--- config.mk ---
export PLATFORM = sky130hd
export DESIGN_NAME = reg_rename_file
export DESIGN_NICKNAME = d
export VERILOG_FILES = /design/src/rtl/reg_rename_file.sv
export SDC_FILE = /design/constraint.sdc
export NUM_CORES = 2
export LEC_CHECK = 0
export BUFFER_PORTS_ARGS = -buffer_cell sky130_fd_sc_hd__buf_2
export CORE_MARGIN = 10
export CORE_UTILIZATION = 30
export DETAILED_ROUTE_END_ITERATION = 8
export SLEW_MARGIN = 20
export SYNTH_ARGS = -nofsm -noshare
export SYNTH_HDL_FRONTEND = slang
export SYNTH_SLANG_ARGS = --single-unit
--- constraint.sdc ---
create_clock -name in_clk -period 3.45 [get_ports in_clk]
set_input_delay 0.1725 -clock in_clk [delete_from_list [all_inputs] [get_ports in_clk]]
set_output_delay 0.1725 -clock in_clk [all_outputs]
set_load 0.005 [all_outputs]
--- src/rtl/reg_rename_file.sv ---
// reg_rename_file: architectural register file with per-register rename tags.
// Sits after the reorder buffer; x0 is hardwired to zero.
//
// Ports:
//   in_clk, in_rst            clock, synchronous active-high reset
//   in_rdy                    global ready; state holds when low
//   in_flush_enable           misprediction flush, clears all busy/tags
//   in_decoder_rs/rt          operand query indices (combinational)
//   out_decoder_rs/rt_*       busy flag, producer tag, value per operand
//   in_decoder_rename_*       destination rename at issue (rd, tag)
//   in_rob_commit_*           ROB commit stream (rd, value, tag)
module reg_rename_file #(
    parameter int REG_NUM = 32,
    parameter int REG_W   = 5,
    parameter int DATA_W  = 32,
    parameter int ROB_W   = 4
) (
    input  logic              in_clk,
    input  logic              in_rst,
    input  logic              in_rdy,
    input  logic              in_flush_enable,
    input  logic [REG_W-1:0]  in_decoder_rs,
    input  logic [REG_W-1:0]  in_decoder_rt,
    output logic              out_decoder_rs_busy,
    output logic [ROB_W-1:0]  out_decoder_rs_reorder,
    output logic [DATA_W-1:0] out_decoder_rs_value,
    output logic              out_decoder_rt_busy,
    output logic [ROB_W-1:0]  out_decoder_rt_reorder,
    output logic [DATA_W-1:0] out_decoder_rt_value,
    input  logic              in_decoder_rename_enable,
    input  logic [REG_W-1:0]  in_decoder_rename_rd,
    input  logic [ROB_W-1:0]  in_decoder_rename_reorder,
    input  logic              in_rob_commit_enable,
    input  logic [REG_W-1:0]  in_rob_commit_rd,
    input  logic [DATA_W-1:0] in_rob_commit_value,
    input  logic [ROB_W-1:0]  in_rob_commit_reorder
);

    logic [DATA_W-1:0] r_value [REG_NUM];
    logic [ROB_W-1:0]  r_tag   [REG_NUM];
    logic [REG_NUM-1:0] r_busy;

    logic w_commit;
    logic w_rename;
    logic w_rs_fwd;
    logic w_rt_fwd;

    assign w_commit = in_rob_commit_enable && (in_rob_commit_rd != '0);
    assign w_rename = in_decoder_rename_enable
                   && (in_decoder_rename_rd != '0)
                   && !in_flush_enable;

    // A commit retiring the current producer is forwarded so the
    // decoder never waits an extra cycle for the register-file write.
    assign w_rs_fwd = r_busy[in_decoder_rs]
                   && in_rob_commit_enable
                   && (in_rob_commit_rd == in_decoder_rs)
                   && (in_rob_commit_reorder == r_tag[in_decoder_rs]);
    assign w_rt_fwd = r_busy[in_decoder_rt]
                   && in_rob_commit_enable
                   && (in_rob_commit_rd == in_decoder_rt)
                   && (in_rob_commit_reorder == r_tag[in_decoder_rt]);

    always_comb begin
        out_decoder_rs_busy    = 1'b0;
        out_decoder_rs_reorder = '0;
        out_decoder_rs_value   = '0;
        if (in_decoder_rs == '0) begin
            out_decoder_rs_busy = 1'b0;
        end else if (w_rs_fwd) begin
            out_decoder_rs_value = in_rob_commit_value;
        end else begin
            out_decoder_rs_busy  = r_busy[in_decoder_rs];
            out_decoder_rs_value = r_value[in_decoder_rs];
            if (r_busy[in_decoder_rs]) begin
                out_decoder_rs_reorder = r_tag[in_decoder_rs];
            end
        end
    end

    always_comb begin
        out_decoder_rt_busy    = 1'b0;
        out_decoder_rt_reorder = '0;
        out_decoder_rt_value   = '0;
        if (in_decoder_rt == '0) begin
            out_decoder_rt_busy = 1'b0;
        end else if (w_rt_fwd) begin
            out_decoder_rt_value = in_rob_commit_value;
        end else begin
            out_decoder_rt_busy  = r_busy[in_decoder_rt];
            out_decoder_rt_value = r_value[in_decoder_rt];
            if (r_busy[in_decoder_rt]) begin
                out_decoder_rt_reorder = r_tag[in_decoder_rt];
            end
        end
    end

    // Later assignments win: flush overrides everything on busy/tag,
    // a same-rd rename overrides the commit's busy clear, while the
    // commit value write always lands.
    always_ff @(posedge in_clk) begin
        if (in_rst) begin
            r_busy <= '0;
            for (int i = 0; i < REG_NUM; i++) begin
                r_value[i] <= '0;
                r_tag[i]   <= '0;
            end
        end else if (in_rdy) begin
            if (w_commit) begin
                r_value[in_rob_commit_rd] <= in_rob_commit_value;
                if (r_tag[in_rob_commit_rd] == in_rob_commit_reorder) begin
                    r_busy[in_rob_commit_rd] <= 1'b0;
                    r_tag[in_rob_commit_rd]  <= '0;
                end
            end
            if (in_flush_enable) begin
                r_busy <= '0;
                for (int i = 0; i < REG_NUM; i++) begin
                    r_tag[i] <= '0;
                end
            end else if (w_rename) begin
                r_busy[in_decoder_rename_rd] <= 1'b1;
                r_tag[in_decoder_rename_rd]  <= in_decoder_rename_reorder;
            end
        end
    end

endmodule

==> results <==
- The flow ran to the end, but the final reports show violations.
- The final reports fail on setup timing.
- The launching element of the worst setup path is r_tag[26][2]$_SDFFCE_PN0P_.
- The slowest stage of the critical path belongs to the cell sky130_fd_sc_hd__mux4_2.
- The post-detailed-placement cell area is 72200 um^2.
- The leading register cell type out of synthesis is sky130_fd_sc_hd__edfxtp_1.
- The share of synthesized cell area in full adder, half adder and majority cells is 0%.
- Derived from the worst setup path, the maximum achievable clock frequency is 249 MHz.
- The depth of the CTS H-tree is 4.
- The final global-route overflow total is 0.
- The number of detailed-route iterations in the first pass is 6.
- Counting flops and latches in the post-synthesis netlist gives 1184.
- The fraction of layout instances using a drive strength above 1 is 30.3%.
- Yosys mapped a number of flops with a built-in enable equal to 1152.
- The critical path is of the register to output port type.
- The number of global-route vias before repair came to 45500.
- The final number of hold-violating endpoints is 0.
- The global router's overall resource usage is 20.3%.
- The I/O pin count is 140.
- The largest single stage delay on the critical path is 510 ps.
- The mapped netlist covers 66300 um^2.
- The final non-filler cell total is 7808.
- Dividing the detail-routed wire length by the instance count gives 32.4 um.
- Summing the areas of all compound-gate instances in the mapped netlist gives 3.84% of the synthesized area.
- The number of slew-limit violations in the final report is 0.
- STA classifies the critical path endpoint as an output port.
- The final setup violation count is 74.
- The floorplan step defined a die boundary enclosing 240000 um^2.
- After the first detailed-routing iteration, the DRC count stood at 7161.
- The count of buffers from port buffering is 139.
- The data arrival time of the critical path is 3840 ps.
- The first-pass GRT wire length is 353000 um.
- The routed wire length is 253000 um.
- The buffer levels on the longest clock path is 3.
- The startpoint of the most critical hold path is in_rob_commit_value[30].
- At the worst endpoint, the required time is 3280 ps.
- The die outline width is 490 um.
- The routed design could run at a clock period as short as 4010 ps.
- The path class of the lowest-slack min-delay path is primary input to register.
- The worst slew margin relative to its limit is 25.3%.
- The root buffer selected by CTS is sky130_fd_sc_hd__clkbuf_16.
- The combinational family with the most area after synthesis is multiplexers.
- STA classifies the critical path startpoint as a register.
- TritonCTS built the clock tree.
- After synthesis, the netlist uses 72 different library cells.
- The clock latency on the worst-skew pair is 800 ps.
- Buffers inserted during clock tree synthesis total 130.
- The biggest area contributor in the post-synthesis netlist is sky130_fd_sc_hd__edfxtp_1.
- In the final layout, the multi-input gates occupy 29700 um^2.
- The final layout contains 4806 nets.
- At the end of routability-driven placement, the weighted congestion stood at 0.916.
- Setup repair after global routing could not meet its margin everywhere.
- The register area share after synthesis is 53.2%.
- The final HPWL from detailed placement is 148000 um.
- The final critical-path share of the clock period is 116%.
- Of the post-synthesis cell area, the part taken by muxes is 25.9%.
- The y dimension of the die is 490 um.
- The count of standard-cell rows is 172.
- The maximum VDD drop is 578 uV.
- The number of antenna violations at the first check in global routing is 31.
- The total negative slack is -36290 ps.
- The max-capacitance violation count is 0.
- The final-layout fill cell count is 20900.
- The worst clock skew is 28.9 ps.
- Walking the worst path, the cells encountered are buf_6 > mux4_2 > mux4_2 > mux2i_4 > xnor2_1 > nand4_1 > buf_12 > buf_12 > mux2i_1 > a21oi_1 > buf_4 > buf_6.
- The count of synthesis-stage warnings from yosys is 0.
- The number of placed instances, taps included is 7520.
- Ranked by total cell area, the synthesized netlist is headed by sky130_fd_sc_hd__edfxtp_1 52%, sky130_fd_sc_hd__mux4_2 21%, sky130_fd_sc_hd__and2_1 9.4%.
- Of all nets on the critical path, the largest fanout is 8.
- After synthesis, the most frequently instantiated cells are 1152 x sky130_fd_sc_hd__edfxtp_1, 993 x sky130_fd_sc_hd__and2_1, 613 x sky130_fd_sc_hd__mux4_2.
- Once layout is complete, the utilization of the core stands at 35.2%.
- By instance count, the leading cell after synthesis is sky130_fd_sc_hd__edfxtp_1.
- The area used by sequential logic in the layout is 35200 um^2.
- At the pin with the least slew margin, the transition time is 1120 ps.
- The total power consumption of the routed design is 36300 uW.
- The number of vias per cell is 5.82.
- The simple-gate area share of the yosys netlist is 13.6%.
- The synthesized design devotes to its leading area cell type 52.2% of total area.
- In the synthesized netlist, the number of instances is 4568.
- The post-synthesis async set-or-reset flop share is 0%.
- Relative to the synthesized area, the layout overhead comes to 16.6%.
- The parity-gate share of the synthesized area counting xor and xnor cells is 0.238%.
- Clock-pin slew was measured on the worst setup and hold paths at 60 ps.
- In this run the critical register-to-register path is launched from r_tag[5][3]$_SDFFCE_PN0P_.
- In the routed design, unresolved DRC markers number 0.
- For this configuration, the core starts out at a cell density of 30.2%.
- The remaining antenna violation count after routing is 0.
- The detailed-route via count is 45500.
- The floorplan core area is 220000 um^2.
- The post-synthesis area per instance is 14.5 um^2.
- The clock sink total is 1184.
- Entering global routing, the biggest net connects 92 pins.
- Power spread over the standard cell area amounts to 470 nW/um^2.
- The final worst setup slack is -558 ps.
- The cell area after layout is 77300 um^2.
- In this run the static leakage power is 0.0274 uW.
[power by group]
group	internal, uW	leakage, uW	switching, uW
logic	2270	0.0141	2910
clock network	8020	0.00205	6150
registers	16500	0.0113	429
[flip-flops by register name, summed over array words and instances, names as in the netlist]
name	count
r_busy	32
r_tag	128
r_value	1024
[critical path: cells and delay by family (launching register included)]
family	cells	cell delay (ps)
multiplexers	4	1380
buffers and inverters	5	820
flip-flops	1	440
AND/OR/NAND/NOR	1	170
XOR/XNOR	1	150
AO/OA/AOI/OAI	1	60
[layout by cell type, fill, tap and decap left out, types with 20 or more instances in the layout]
| master | instances |
|---|---|
| sky130_fd_sc_hd__nor2_1 | 28 |
| sky130_fd_sc_hd__mux4_2 | 613 |
| sky130_fd_sc_hd__clkbuf_16 | 137 |
| sky130_fd_sc_hd__nor2b_1 | 28 |
| sky130_fd_sc_hd__clkinv_1 | 25 |
| sky130_fd_sc_hd__or2_2 | 29 |
| sky130_fd_sc_hd__buf_2 | 112 |
| sky130_fd_sc_hd__o21ai_0 | 68 |
| sky130_fd_sc_hd__conb_1 | 36 |
| sky130_fd_sc_hd__mux2i_1 | 253 |
| sky130_fd_sc_hd__buf_6 | 24 |
| sky130_fd_sc_hd__a21oi_1 | 66 |
| sky130_fd_sc_hd__o311ai_1 | 23 |
| sky130_fd_sc_hd__edfxtp_1 | 1152 |
| sky130_fd_sc_hd__clkbuf_1 | 25 |
| sky130_fd_sc_hd__o311ai_0 | 24 |
| sky130_fd_sc_hd__buf_12 | 59 |
| sky130_fd_sc_hd__nand3_1 | 37 |
| sky130_fd_sc_hd__and2_1 | 993 |
| sky130_fd_sc_hd__dlygate4sd3_1 | 22 |
| sky130_fd_sc_hd__nor2_4 | 34 |
| sky130_fd_sc_hd__a22oi_1 | 32 |
| sky130_fd_sc_hd__nand2_1 | 162 |
| sky130_fd_sc_hd__dfxtp_1 | 32 |
| sky130_fd_sc_hd__clkinv_2 | 23 |
| sky130_fd_sc_hd__o211ai_1 | 20 |
| sky130_fd_sc_hd__o22ai_1 | 42 |
| sky130_fd_sc_hd__mux2_2 | 53 |
| sky130_fd_sc_hd__and3_1 | 125 |
| sky130_fd_sc_hd__buf_4 | 284 |
[final cells by class]
class / instances / share of cell area [%]
clock inverter: 67 / 0.850
multi-input combinational: 2909 / 38.4
inverter: 8 / 0.0486
timing repair buffer: 507 / 5.76
antenna: 12 / 0.0388
sequential: 1184 / 45.6
tap: 2958 / 4.79
clock buffer: 163 / 4.57
[repair_timing]
| action | in CTS | in global routing |
|---|---|---|
| gates resized for setup | 73 | 25 |
| endpoints found under the hold margin | 274 | 0 |
| pin swaps | 12 | 7 |
| buffers inserted | 17 | 10 |
| gates cloned | 1 | 0 |
| hold buffers | 22 | 0 |
| setup endpoints to repair | 74 | 129 |
[kinds of logic (layout without fill, tap and decap cells)]
kind of cell,Yosys count,after routing
buffers and inverters,511,745
AOI/OAI and AO/OA,377,377
DFF,1184,1184
other,1,48
and+or+nand+nor,1536,1537
muxes,941,941
xor gates and xnor gates,18,18
[per-stage QoR]
step	hold WS, ps	worst slack, ps
floorplan	371	209
global placement	477	-301
detailed placement	487	-286
CTS	2.16	-594
global route	53.0	-666
finish	42.3	-558
[worst paths after layout]
path                                                       to  slack [ps]  cells after the start
worst min register to register        r_busy[17]$_SDFFE_PP0P_         500                      2
worst min-delay path            r_value[20][30]$_SDFFCE_PN0P_          40                      2
worst max-delay path                  out_decoder_rs_value[1]        -560                     12
worst max register to register     r_tag[19][3]$_SDFFCE_PN0P_         210                     10
[layer usage]
layer | share of wire [%] | wire length (um) | track usage [%]
met1 | 37 | 94000 | 26.6
met2 | 46 | 116000 | 31.5
met3 | 13 | 31800 | 5.50
met4 | 4.7 | 11900 | 8.56
met5 | 0.057 | 145 | 0
Note: power is estimated with default switching activity, not from simulation.
